### config.mk
export PLATFORM = sky130hd
export DESIGN_NAME = digit_vote_filter_flat
export DESIGN_NICKNAME = d
export VERILOG_FILES = /design/src/rtl/digit_vote_filter_if.sv /design/src/rtl/digit_vote_filter.sv /design/src/flat_wrapper.sv
export SDC_FILE = /design/constraint.sdc
export NUM_CORES = 1
export LEC_CHECK = 0
export ABC_AREA = 1
export CORE_MARGIN = 5
export CORE_UTILIZATION = 40
export CTS_CLUSTER_DIAMETER = 200
export CTS_CLUSTER_SIZE = 12
export DETAILED_ROUTE_END_ITERATION = 8
export GPL_TIMING_DRIVEN = 0
export PLACE_DENSITY = 0.64
export SYNTH_ARGS = -nofsm -noshare
export SYNTH_HDL_FRONTEND = slang
export SYNTH_SLANG_ARGS = --single-unit
### constraint.sdc
create_clock -name clk -period 5.4 [get_ports clk]
set_input_delay 1.62 -clock clk [delete_from_list [all_inputs] [get_ports clk]]
set_output_delay 1.62 -clock clk [all_outputs]
set_load 0.01 [all_outputs]
### src/rtl/digit_vote_filter_if.sv
// Classifier-result inputs and published-digit outputs of digit_vote_filter.
// master drives classifications and EOF; slave is the vote filter itself.
interface digit_vote_filter_if #(
    parameter int DEPTH = 8
);
    localparam int VC_W = $clog2(DEPTH + 1);

    logic            EOF;
    logic [3:0]      digit_in;
    logic            digit_in_valid;
    logic [3:0]      stable_digit;
    logic            stable_valid;
    logic [VC_W-1:0] vote_count;
    logic [6:0]      hex_seg;

    modport master (
        output EOF, digit_in, digit_in_valid,
        input  stable_digit, stable_valid, vote_count, hex_seg
    );

    modport slave (
        input  EOF, digit_in, digit_in_valid,
        output stable_digit, stable_valid, vote_count, hex_seg
    );
endinterface

### src/rtl/digit_vote_filter.sv
// Sliding-window majority vote over classifier results, publishing a stable digit.
// Define DIGIT_VOTE_SEG_EN to drive hex_seg from an internal active-low 7-segment encoder.
module digit_vote_filter #(
    parameter int DEPTH          = 8,
    parameter int MIN_VOTES      = 5,
    parameter int TIMEOUT_FRAMES = 30
) (
    input  logic               clk,
    input  logic               rst,
    digit_vote_filter_if.slave bus
);
    localparam int VC_W = $clog2(DEPTH + 1);
    localparam logic [VC_W-1:0] MIN_VOTES_C = VC_W'(MIN_VOTES);
    localparam logic [7:0]      TIMEOUT_C   = 8'(TIMEOUT_FRAMES);

    typedef enum logic [1:0] {IDLE, SCAN, DECIDE} state_t;

    state_t                state_q, state_d;
    logic [DEPTH-1:0]      hist_valid_q, hist_valid_d;
    logic [DEPTH-1:0][3:0] hist_digit_q, hist_digit_d;
    logic [3:0]            cand_q, cand_d;
    logic [3:0]            best_q, best_d;
    logic [VC_W-1:0]       best_cnt_q, best_cnt_d;
    logic                  rescan_q, rescan_d;
    logic [7:0]            frame_cnt_q, frame_cnt_d;
    logic                  eof_q;
    logic [3:0]            stable_digit_q, stable_digit_d;
    logic                  stable_valid_q, stable_valid_d;
    logic [VC_W-1:0]       vote_count_q, vote_count_d;

    logic                  push;
    logic                  in_ok;
    logic                  eof_rise;
    logic                  flush;
    logic [DEPTH-1:0]      match;
    logic [VC_W-1:0]       cand_cnt;

    assign push     = bus.digit_in_valid;
    assign in_ok    = (bus.digit_in <= 4'd9);
    assign eof_rise = bus.EOF & ~eof_q;
    // A push in the same cycle as the timeout cancels the flush.
    assign flush    = (frame_cnt_q == TIMEOUT_C) & ~push;

    genvar gi;
    generate
        for (gi = 0; gi < DEPTH; gi++) begin : g_hist
            if (gi == 0) begin : g_head
                assign hist_valid_d[gi] = flush ? 1'b0 : (push ? in_ok        : hist_valid_q[gi]);
                assign hist_digit_d[gi] = flush ? 4'd0 : (push ? bus.digit_in : hist_digit_q[gi]);
            end else begin : g_tail
                assign hist_valid_d[gi] = flush ? 1'b0 : (push ? hist_valid_q[gi-1] : hist_valid_q[gi]);
                assign hist_digit_d[gi] = flush ? 4'd0 : (push ? hist_digit_q[gi-1] : hist_digit_q[gi]);
            end
            assign match[gi] = hist_valid_q[gi] && (hist_digit_q[gi] == cand_q);
        end
    endgenerate

    always_comb begin
        cand_cnt = '0;
        for (int i = 0; i < DEPTH; i++) begin
            cand_cnt = cand_cnt + {{(VC_W-1){1'b0}}, match[i]};
        end
    end

    always_comb begin
        frame_cnt_d = frame_cnt_q;
        if (push || flush) begin
            frame_cnt_d = 8'd0;
        end else if (eof_rise && (frame_cnt_q != 8'hFF)) begin
            frame_cnt_d = frame_cnt_q + 8'd1;
        end
    end

    always_comb begin
        state_d        = state_q;
        cand_d         = cand_q;
        best_d         = best_q;
        best_cnt_d     = best_cnt_q;
        rescan_d       = rescan_q;
        stable_digit_d = stable_digit_q;
        stable_valid_d = stable_valid_q;
        vote_count_d   = vote_count_q;

        case (state_q)
            IDLE: begin
                if (push) begin
                    state_d    = SCAN;
                    cand_d     = 4'd0;
                    best_d     = 4'd0;
                    best_cnt_d = '0;
                end
            end
            SCAN: begin
                if (push) begin
                    rescan_d = 1'b1;
                end
                // Strictly greater keeps the lowest digit on a tie.
                if (cand_cnt > best_cnt_q) begin
                    best_d     = cand_q;
                    best_cnt_d = cand_cnt;
                end
                cand_d = cand_q + 4'd1;
                if (cand_q == 4'd9) begin
                    state_d = DECIDE;
                end
            end
            DECIDE: begin
                vote_count_d = best_cnt_q;
                if (best_cnt_q >= MIN_VOTES_C) begin
                    stable_digit_d = best_q;
                    stable_valid_d = 1'b1;
                end
                if (rescan_q || push) begin
                    state_d    = SCAN;
                    cand_d     = 4'd0;
                    best_d     = 4'd0;
                    best_cnt_d = '0;
                end else begin
                    state_d = IDLE;
                end
                rescan_d = 1'b0;
            end
            default: begin
                state_d = IDLE;
            end
        endcase

        if (flush) begin
            state_d        = IDLE;
            rescan_d       = 1'b0;
            stable_digit_d = 4'd0;
            stable_valid_d = 1'b0;
            vote_count_d   = '0;
        end
    end

    always_ff @(posedge clk) begin
        if (rst) begin
            state_q        <= IDLE;
            hist_valid_q   <= '0;
            hist_digit_q   <= '0;
            cand_q         <= 4'd0;
            best_q         <= 4'd0;
            best_cnt_q     <= '0;
            rescan_q       <= 1'b0;
            frame_cnt_q    <= 8'd0;
            eof_q          <= 1'b0;
            stable_digit_q <= 4'd0;
            stable_valid_q <= 1'b0;
            vote_count_q   <= '0;
        end else begin
            state_q        <= state_d;
            hist_valid_q   <= hist_valid_d;
            hist_digit_q   <= hist_digit_d;
            cand_q         <= cand_d;
            best_q         <= best_d;
            best_cnt_q     <= best_cnt_d;
            rescan_q       <= rescan_d;
            frame_cnt_q    <= frame_cnt_d;
            eof_q          <= bus.EOF;
            stable_digit_q <= stable_digit_d;
            stable_valid_q <= stable_valid_d;
            vote_count_q   <= vote_count_d;
        end
    end

    assign bus.stable_digit = stable_digit_q;
    assign bus.stable_valid = stable_valid_q;
    assign bus.vote_count   = vote_count_q;

`ifdef DIGIT_VOTE_SEG_EN
    logic [6:0] hex_seg_q;

    function automatic logic [6:0] seg7(input logic [3:0] d);
        case (d)
            4'd0:    seg7 = 7'h40;
            4'd1:    seg7 = 7'h79;
            4'd2:    seg7 = 7'h24;
            4'd3:    seg7 = 7'h30;
            4'd4:    seg7 = 7'h19;
            4'd5:    seg7 = 7'h12;
            4'd6:    seg7 = 7'h02;
            4'd7:    seg7 = 7'h78;
            4'd8:    seg7 = 7'h00;
            4'd9:    seg7 = 7'h10;
            default: seg7 = 7'h7F;
        endcase
    endfunction

    always_ff @(posedge clk) begin
        if (rst) begin
            hex_seg_q <= 7'h7F;
        end else begin
            hex_seg_q <= stable_valid_q ? seg7(stable_digit_q) : 7'h7F;
        end
    end

    assign bus.hex_seg = hex_seg_q;
`else
    assign bus.hex_seg = 7'h7F;
`endif
endmodule

### src/flat_wrapper.sv
// flat-port wrapper written by rule: the top's interface ports become plain ports
module digit_vote_filter_flat 
#(
    parameter int DEPTH          = 8,
    parameter int MIN_VOTES      = 5,
    parameter int TIMEOUT_FRAMES = 30
)
  (clk, rst, bus_EOF, bus_digit_in, bus_digit_in_valid, bus_stable_digit, bus_stable_valid, bus_vote_count, bus_hex_seg);
  digit_vote_filter_if #(.DEPTH(DEPTH)) bus_i ();
  input  logic clk;
  input  logic rst;
  input wire logic [$bits(bus_i.EOF)-1:0] bus_EOF;
  input wire logic [$bits(bus_i.digit_in)-1:0] bus_digit_in;
  input wire logic [$bits(bus_i.digit_in_valid)-1:0] bus_digit_in_valid;
  output wire logic [$bits(bus_i.stable_digit)-1:0] bus_stable_digit;
  output wire logic [$bits(bus_i.stable_valid)-1:0] bus_stable_valid;
  output wire logic [$bits(bus_i.vote_count)-1:0] bus_vote_count;
  output wire logic [$bits(bus_i.hex_seg)-1:0] bus_hex_seg;
  assign bus_i.EOF = bus_EOF;
  assign bus_i.digit_in = bus_digit_in;
  assign bus_i.digit_in_valid = bus_digit_in_valid;
  assign bus_stable_digit = bus_i.stable_digit;
  assign bus_stable_valid = bus_i.stable_valid;
  assign bus_vote_count = bus_i.vote_count;
  assign bus_hex_seg = bus_i.hex_seg;
  digit_vote_filter #(.DEPTH(DEPTH), .MIN_VOTES(MIN_VOTES), .TIMEOUT_FRAMES(TIMEOUT_FRAMES)) u_core (.clk(clk), .rst(rst), .bus(bus_i));
endmodule
## Word level (Yosys, flattened, before mapping)

Index checks and enable logic that the tools add are counted.
Widths: inputs -> output; s select.

- Flip-flop bits (word level): 73
- Bits in latches: 0
- Bits in writable memories: 0
- Bits in read-only memories: 0
- Input bits: 8
- Output and inout port bits: 16
- Memories: 0

- Add/sub/neg operators: 9
- Multipliers: 0
- Divide/modulo/power cells: 0
- Order comparisons: 3
- Equal/unequal tests: 18
- Shifts and indexed selects: 0
- Multiplexer cells: 13
- Bitwise logic cells: 4
- Reductions and logical operators: 21

Operators with widths:

| cell | count |
|---|---|
| $pmux 4 s3 | 3 |
| $eq 4x4->1 | 8 |
| $add 4x1->4 | 6 |
| $mux 4 | 4 |
| $logic_and 1x1->1 | 9 |
| $add 8x1->8 const B | 1 |
| $eq 8x5->1 const B | 1 |
| $ne 8x8->1 const B | 1 |
| $ne 2x1->1 const B | 3 |
| $pmux 2 s3 | 1 |
| $reduce_and 2->1 | 3 |
| $add 4x1->4 const B | 1 |
| $eq 4x4->1 const B | 1 |
| $ge 4x3->1 const B | 1 |
| $gt 4x4->1 | 1 |
| $le 4x4->1 const B | 1 |
| $mux 2 | 2 |
| $ne 2x2->1 const B | 2 |
| $reduce_and 4->1 | 1 |
| $reduce_or 2->1 | 2 |
| $reduce_and 3->1 | 1 |
| $reduce_bool 3->1 | 1 |
| $add 1x1->2 | 1 |
| $and 1x1->1 | 2 |
| 8 further kinds | 11 |

## Depth between registers and ports, before layout

- Word-level depth: 12
- Depth in mapped cells: 25
- Depth with buffers taken out: 25

## Worst setup path after synthesis

No wires, ideal clock.

- Kind: reg-to-reg
- Start point: reg u_core.cand_q[0]
- End point: reg u_core.best_cnt_q[1]
- Library setup time: 0.116 ns
- Arrival: 4.324 ns
- Data required time: 5.284 ns
- Setup slack: 0.960 ns
- Stages on the path, launching flop included: 23
- Buffers on the path: 2
- Cell sequence: dfxtp_1 -> clkinv_1 -> clkbuf_1 -> nand2_1 -> o221ai_1 -> nor4_1 -> ha_1 -> inv_1 -> fa_1 -> inv_1 -> fa_1 -> inv_1 -> fa_1 -> inv_1 -> fa_1 -> ha_1 -> nand2_1 -> nor2_1 -> nor2_1 -> nand3_2 -> buf_6 -> a21boi_1 -> nor2_2

- Cells in the longest elaborated chain, start to end: 12
- Elaborated cells between the ends (all ways): 28
- Classes of those cells: add/sub (7); order compare (1); eq/ne (9); mux (2); reduce/logical (9)

RTL lines:

| what | RTL line | source |
|---|---|---|
| from (decl) | digit_vote_filter.sv:21 | `logic [3:0] cand_q, cand_d;` |
| from (signal assigned) | digit_vote_filter.sv:155 | `cand_q <= cand_d;` |
| $eq 4x4->1 | digit_vote_filter.sv:54 | `assign match[gi] = hist_valid_q[gi] && (hist_digit_q[gi] == cand_q);` |
| $logic_and 1x1->1 | digit_vote_filter.sv:54 |  |
| $add 1x1->2 | digit_vote_filter.sv:61 | `cand_cnt = cand_cnt + {{(VC_W-1){1'b0}}, match[i]};` |
| $add 4x1->4 (5 in a row) | digit_vote_filter.sv:61 |  |
| $add 4x1->4 * | digit_vote_filter.sv:61 |  |
| $gt 4x4->1 | digit_vote_filter.sv:98 | `if (cand_cnt > best_cnt_q) begin` |
| $ne 2x1->1 (no source line) | - |  |
| $reduce_and 4->1 (no source line) | - |  |
| to (signal assigned) | digit_vote_filter.sv:157 | `best_cnt_q <= best_cnt_d;` |
| to (decl) | digit_vote_filter.sv:23 | `logic [VC_W-1:0] best_cnt_q, best_cnt_d;` |

Mark *: on every way between the ends. The rest lies on a longest branch, timed or not. The select of a mux whose other input is x is not followed.
A chain may end at the register's enable or synchronous reset.

## Worst setup path in the final report

- Start point: reg u_core.cand_q[0]
- End point: reg u_core.best_q[3]

- Cells in the longest elaborated chain, start to end: 12
- Elaborated cells between the ends (all ways): 26
- Classes of those cells: add/sub (7); order compare (1); eq/ne (9); reduce/logical (9)

RTL lines:

| what | RTL line | source |
|---|---|---|
| $eq 4x4->1 | digit_vote_filter.sv:54 |  |
| $logic_and 1x1->1 | digit_vote_filter.sv:54 |  |
| $add 1x1->2 | digit_vote_filter.sv:61 |  |
| $add 4x1->4 (5 in a row) | digit_vote_filter.sv:61 |  |
| $add 4x1->4 * | digit_vote_filter.sv:61 |  |
| $gt 4x4->1 * | digit_vote_filter.sv:98 |  |
| $ne 2x1->1 (no source line) * | - |  |
| $reduce_and 4->1 (no source line) * | - |  |
| to (signal assigned) | digit_vote_filter.sv:156 | `best_q <= best_d;` |
| to (decl) | digit_vote_filter.sv:22 | `logic [3:0] best_q, best_d;` |

Mark *: on every way between the ends. The rest lies on a longest branch, timed or not.

==> results.rst <==
.. list-table::
   :header-rows: 1

   * - Metric
     - Value
   * - Worst path arrival time
     - 5.30 ns
   * - Placeable core area
     - 9110 sq um
   * - Area share of xor/xnor cells in the synthesized design
     - 2.62%
   * - Min-delay worst type
     - flop to flop
   * - I/O pin cnt
     - 24
   * - Global routing usage summed across all routing layers
     - 15.6%
   * - Vias
     - 3281
   * - Post-detailed-routing wire length
     - 8350 um
   * - Area of the mapped netlist
     - 3680 sq um
   * - Final count of pins violating max slew
     - 0
   * - Kind of cell adding the most delay to the critical path
     - adder cells
   * - Int Pwr
     - 0.000878 W
   * - Rel. slew slack
     - 65.1%
   * - Clock tree from TritonCTS
     - yes
   * - Crit path from
     - u_core.cand_q[0]
   * - Critical path class
     - flop to flop
   * - Launching point of the worst reg2reg path
     - u_core.cand_q[0]
   * - Switching power
     - 0.000361 W
   * - Number of cells on the worst reg-to-reg path
     - 23
   * - Required time at the endpoint of the critical path
     - 5.64 ns
   * - Maximum VDD drop
     - 0.000137 V
   * - Leading cell type in the layout, fill and taps excluded
     - nand2_1
   * - Number of buffer and inverter stages on the critical path
     - 7
   * - Fraction of final layout cells with drive strength greater than 1
     - 10.4%
   * - Number of standard cells after synthesis
     - 503
   * - Total number of yosys warnings
     - 0
   * - Synth Area in Compound Gates
     - 15.2%
   * - Commonest non-fill, non-tap cells in the layout
     - nand2_1 (151), dfxtp_1 (73), a21oi_1 (65), nor2_1 (40), inv_1 (34)
   * - Multiplexer share of the synthesized area
     - 0%
   * - Clock period minus worst slack
     - 5.07 ns
   * - Cell count along the critical path
     - 23
   * - Worst-case clock skew
     - 0.00920 ns
   * - Net count of the finished layout
     - 558
   * - Vias in the first global route
     - 2984
   * - Cell area power density
     - 296 nW/um^2
   * - Largest net degree at the start of global routing
     - 12
   * - Count of TritonRoute iterations in the first routing pass
     - 4
   * - Clock H-tree levels
     - 3
   * - Capturing element of the worst setup path
     - u_core.best_q[3]
   * - Maximum single-stage delay on the critical path
     - 0.54 ns
   * - Number of CTS-inserted buffers
     - 9
   * - Number of enable-type register cells in the synthesized netlist
     - 0
   * - Fmax
     - 197 MHz
   * - Flip-flop and latch count after synthesis
     - 73
   * - Endpoint of the lowest-slack register-to-register path
     - u_core.best_q[3]
   * - FFs w/ async S/R, synth
     - 0%
   * - Floorplan die width
     - 106 um
   * - Max Cap Viol
     - 0
   * - Outcome
     - finished clean
   * - Avg Cell Area, Syn
     - 7.31 sq um
   * - Maximum fanout along the worst path
     - 10
   * - Post-route standard cell area excluding fillers
     - 4180 sq um
   * - Number of core rows
     - 35
   * - Share of total power in sequential cells
     - 47.2%
   * - HPWL Detailed
     - 5980 um
   * - GR Overflow Total
     - 0
   * - Cell breakdown of the critical path
     - clkinvlp_4 > clkbuf_2 > nand2_1 > o221ai_1 > nor4_1 > ha_1 > inv_1 > fa_1 > inv_1 > fa_1 > inv_1 > fa_1 > inv_1 > fa_1 > ha_1 > nand2_1 > nand2_1 > nand2_1 > nand2_1 > nand3_2 > buf_6 > a21oi_1 > nor2_1
   * - Critical Path End Type
     - flop
   * - Initial antenna violation count
     - 0
   * - Antenna viol nets, final
     - 0
   * - PortBufs
     - 15
   * - Via density per instance
     - 5.04
   * - RSZ-0062 raised after global routing
     - false
   * - Dominant combinational cell family by area after synthesis
     - simple AND/OR/NAND/NOR gates
   * - Number of DRC violations after detailed-routing iteration 0
     - 151
   * - Synthesized-area fraction occupied by and/or/nand/nor cells
     - 27.0%
   * - Crit path launch type
     - flop
   * - Buffer depth of the longest clock path
     - 2
   * - DRC
     - 0
   * - Crit path max-delay cell type
     - fa_1
   * - Part of the power in combinational logic
     - 18.5%
   * - Hold Slack
     - 0.458 ns
   * - Share of the clock period used by the worst path after layout
     - 93.8%
   * - Worst-margin pin slew
     - 0.523 ns
   * - Setup slack of the most critical reg-to-reg path
     - 0.33 ns
   * - Hold Violations, Final
     - 0
   * - Setup TNS after final layout
     - 0 ns
   * - Synthesis-to-finish area growth
     - 13.8%
   * - Die outline area
     - 11200 sq um
   * - Dominant register cell in the synthesized netlist
     - dfxtp_1
   * - Net switching fraction of the power
     - 29.2%
   * - Final routed wire length divided by cell count
     - 12.8 um
   * - Total setup violations reported at the end of the flow
     - 0
   * - Wire length of the first global-routing pass
     - 14000 um
   * - Reported leakage power
     - 1.60 nW
   * - Clock network power share
     - 34.3%
   * - Cell repeated most along the worst path
     - nand2_1
   * - Number of distinct standard cells referenced by the synthesized netlist
     - 40
   * - Number of hold buffers added after cts
     - 0
   * - Clk sink count
     - 73
   * - Cell Area, Placed
     - 3990 sq um
   * - Share of the yosys chip area belonging to registers
     - 39.8%
   * - Later-pin clock latency in the skew report
     - 0.35 ns
   * - Starting Density
     - 40.4%
   * - Antenna fix cells
     - 0
   * - Die boundary height
     - 106 um
   * - Cell at the root of the clock tree
     - clkbuf_8
   * - Global placement routability congestion
     - 0.835
   * - Clock transition at the registers of the reported paths
     - 0.08 ns
   * - Post-Synth Adder-Cell Area
     - 5.92%
[area by class of cell]
cell class / count / area [sq um]
buffer: 28 / 195
clock buffer: 13 / 149
clock inverter: 3 / 40.0
fill: 961 / 4930
inverter: 40 / 154
multi-input combinational: 368 / 1890
sequential: 73 / 1460
tap: 111 / 139
timing repair buffer: 15 / 150
[sequential cells by signal (all words and copies together), names as in the netlist]
register                 flops
u_core.bus.stable_digit      4
u_core.hist_digit_q         32
u_core.cand_q                4
u_core.rescan_q              1
u_core.best_cnt_q            4
u_core.best_q                4
u_core.hist_valid_q          8
u_core.eof_q                 1
u_core.frame_cnt_q           8
u_core.bus.vote_count        4
u_core.state_q               2
u_core.bus.stable_valid      1
[Yosys cell counts (all sizes together) (4+ instances only)]
library cell	number	area, sq um
o22ai	6	37.5
nand2	155	597
nor2	43	174
fa	4	80.1
buf	20	164
clkinv	4	15.0
inv	36	135
clkbuf	8	30.0
a21oi	69	360
nor3	8	40.0
xor2	4	35.0
or2	4	25.0
o21ai	13	80.1
xnor2	7	61.3
dfxtp	73	1460
nand4	5	37.5
ha	11	138
nand3	19	100
[worst min path at each step]
stage / from / cells past startpoint / slack, ns / endpoint
floorplan: u_core.hist_valid_q[7] / 2 / 0.44 / u_core.hist_valid_q[7]
global placement: u_core.bus.vote_count[1] / 2 / 0.45 / u_core.bus.vote_count[1]
detailed placement: u_core.bus.vote_count[1] / 2 / 0.45 / u_core.bus.vote_count[1]
CTS: u_core.bus.vote_count[1] / 2 / 0.46 / u_core.bus.vote_count[1]
global route: u_core.bus.vote_count[0] / 2 / 0.49 / u_core.bus.vote_count[0]
finish: u_core.bus.vote_count[1] / 2 / 0.46 / u_core.bus.vote_count[1]
[metal layers]
metal	vias to the layer above	part of all wire [%]	global-route usage (%)
met2	67	46	24.6
met1	1521	48	20.3
li1	1682	-	-
met3	11	4.7	3.80
met5	-	0	0
met4	0	1.6	6.38
[stage by stage]
step / util (%) / cells / total power (W) / setup slack (ns)
6_report: 45.9 / 651 / 0.00124 / 0.335
3_3_place_gp: 43.8 / 635 / 0.000818 / 0.341
3_5_place_dp: 43.8 / 635 / 0.000822 / 0.349
4_1_cts: 45.9 / 651 / 0.00125 / 0.279
5_1_grt: 45.9 / 651 / 0.00131 / 0.00841
2_1_floorplan: - / 509 / 0.000770 / 0.960
[cell families after synthesis]
family / Yosys count
xor gates and xnor gates: 11
DFF: 73
and+or+nand+nor: 237
AOI/OAI and AO/OA: 98
buffers and inverters: 68
other: 1
adders and majority gates: 15
[power by group through the flow]
stage	sequential (W)	combinational, W	clock [W]
5_1_grt	0.000589	0.000261	0.000459
3_3_place_gp	0.000597	0.000221	0
2_1_floorplan	0.000592	0.000177	0
4_1_cts	0.000585	0.000229	0.000433
3_5_place_dp	0.000597	0.000225	0
6_report	0.000585	0.000229	0.000425
[tightest hold or removal path, stage by stage, from the launching register on]
cell and delay, ns:
dfxtp_1 0.31, nand2_1 0.06, a21oi_1 0.05
[what timing repair did]
action	4_1_cts	5_1_grt
setup endpoints to repair	0	5
endpoints found under the hold margin	0	0
setup buffers	0	0
gates resized for setup	0	3
No activity file was read; power rests on OpenSTA's default activity.
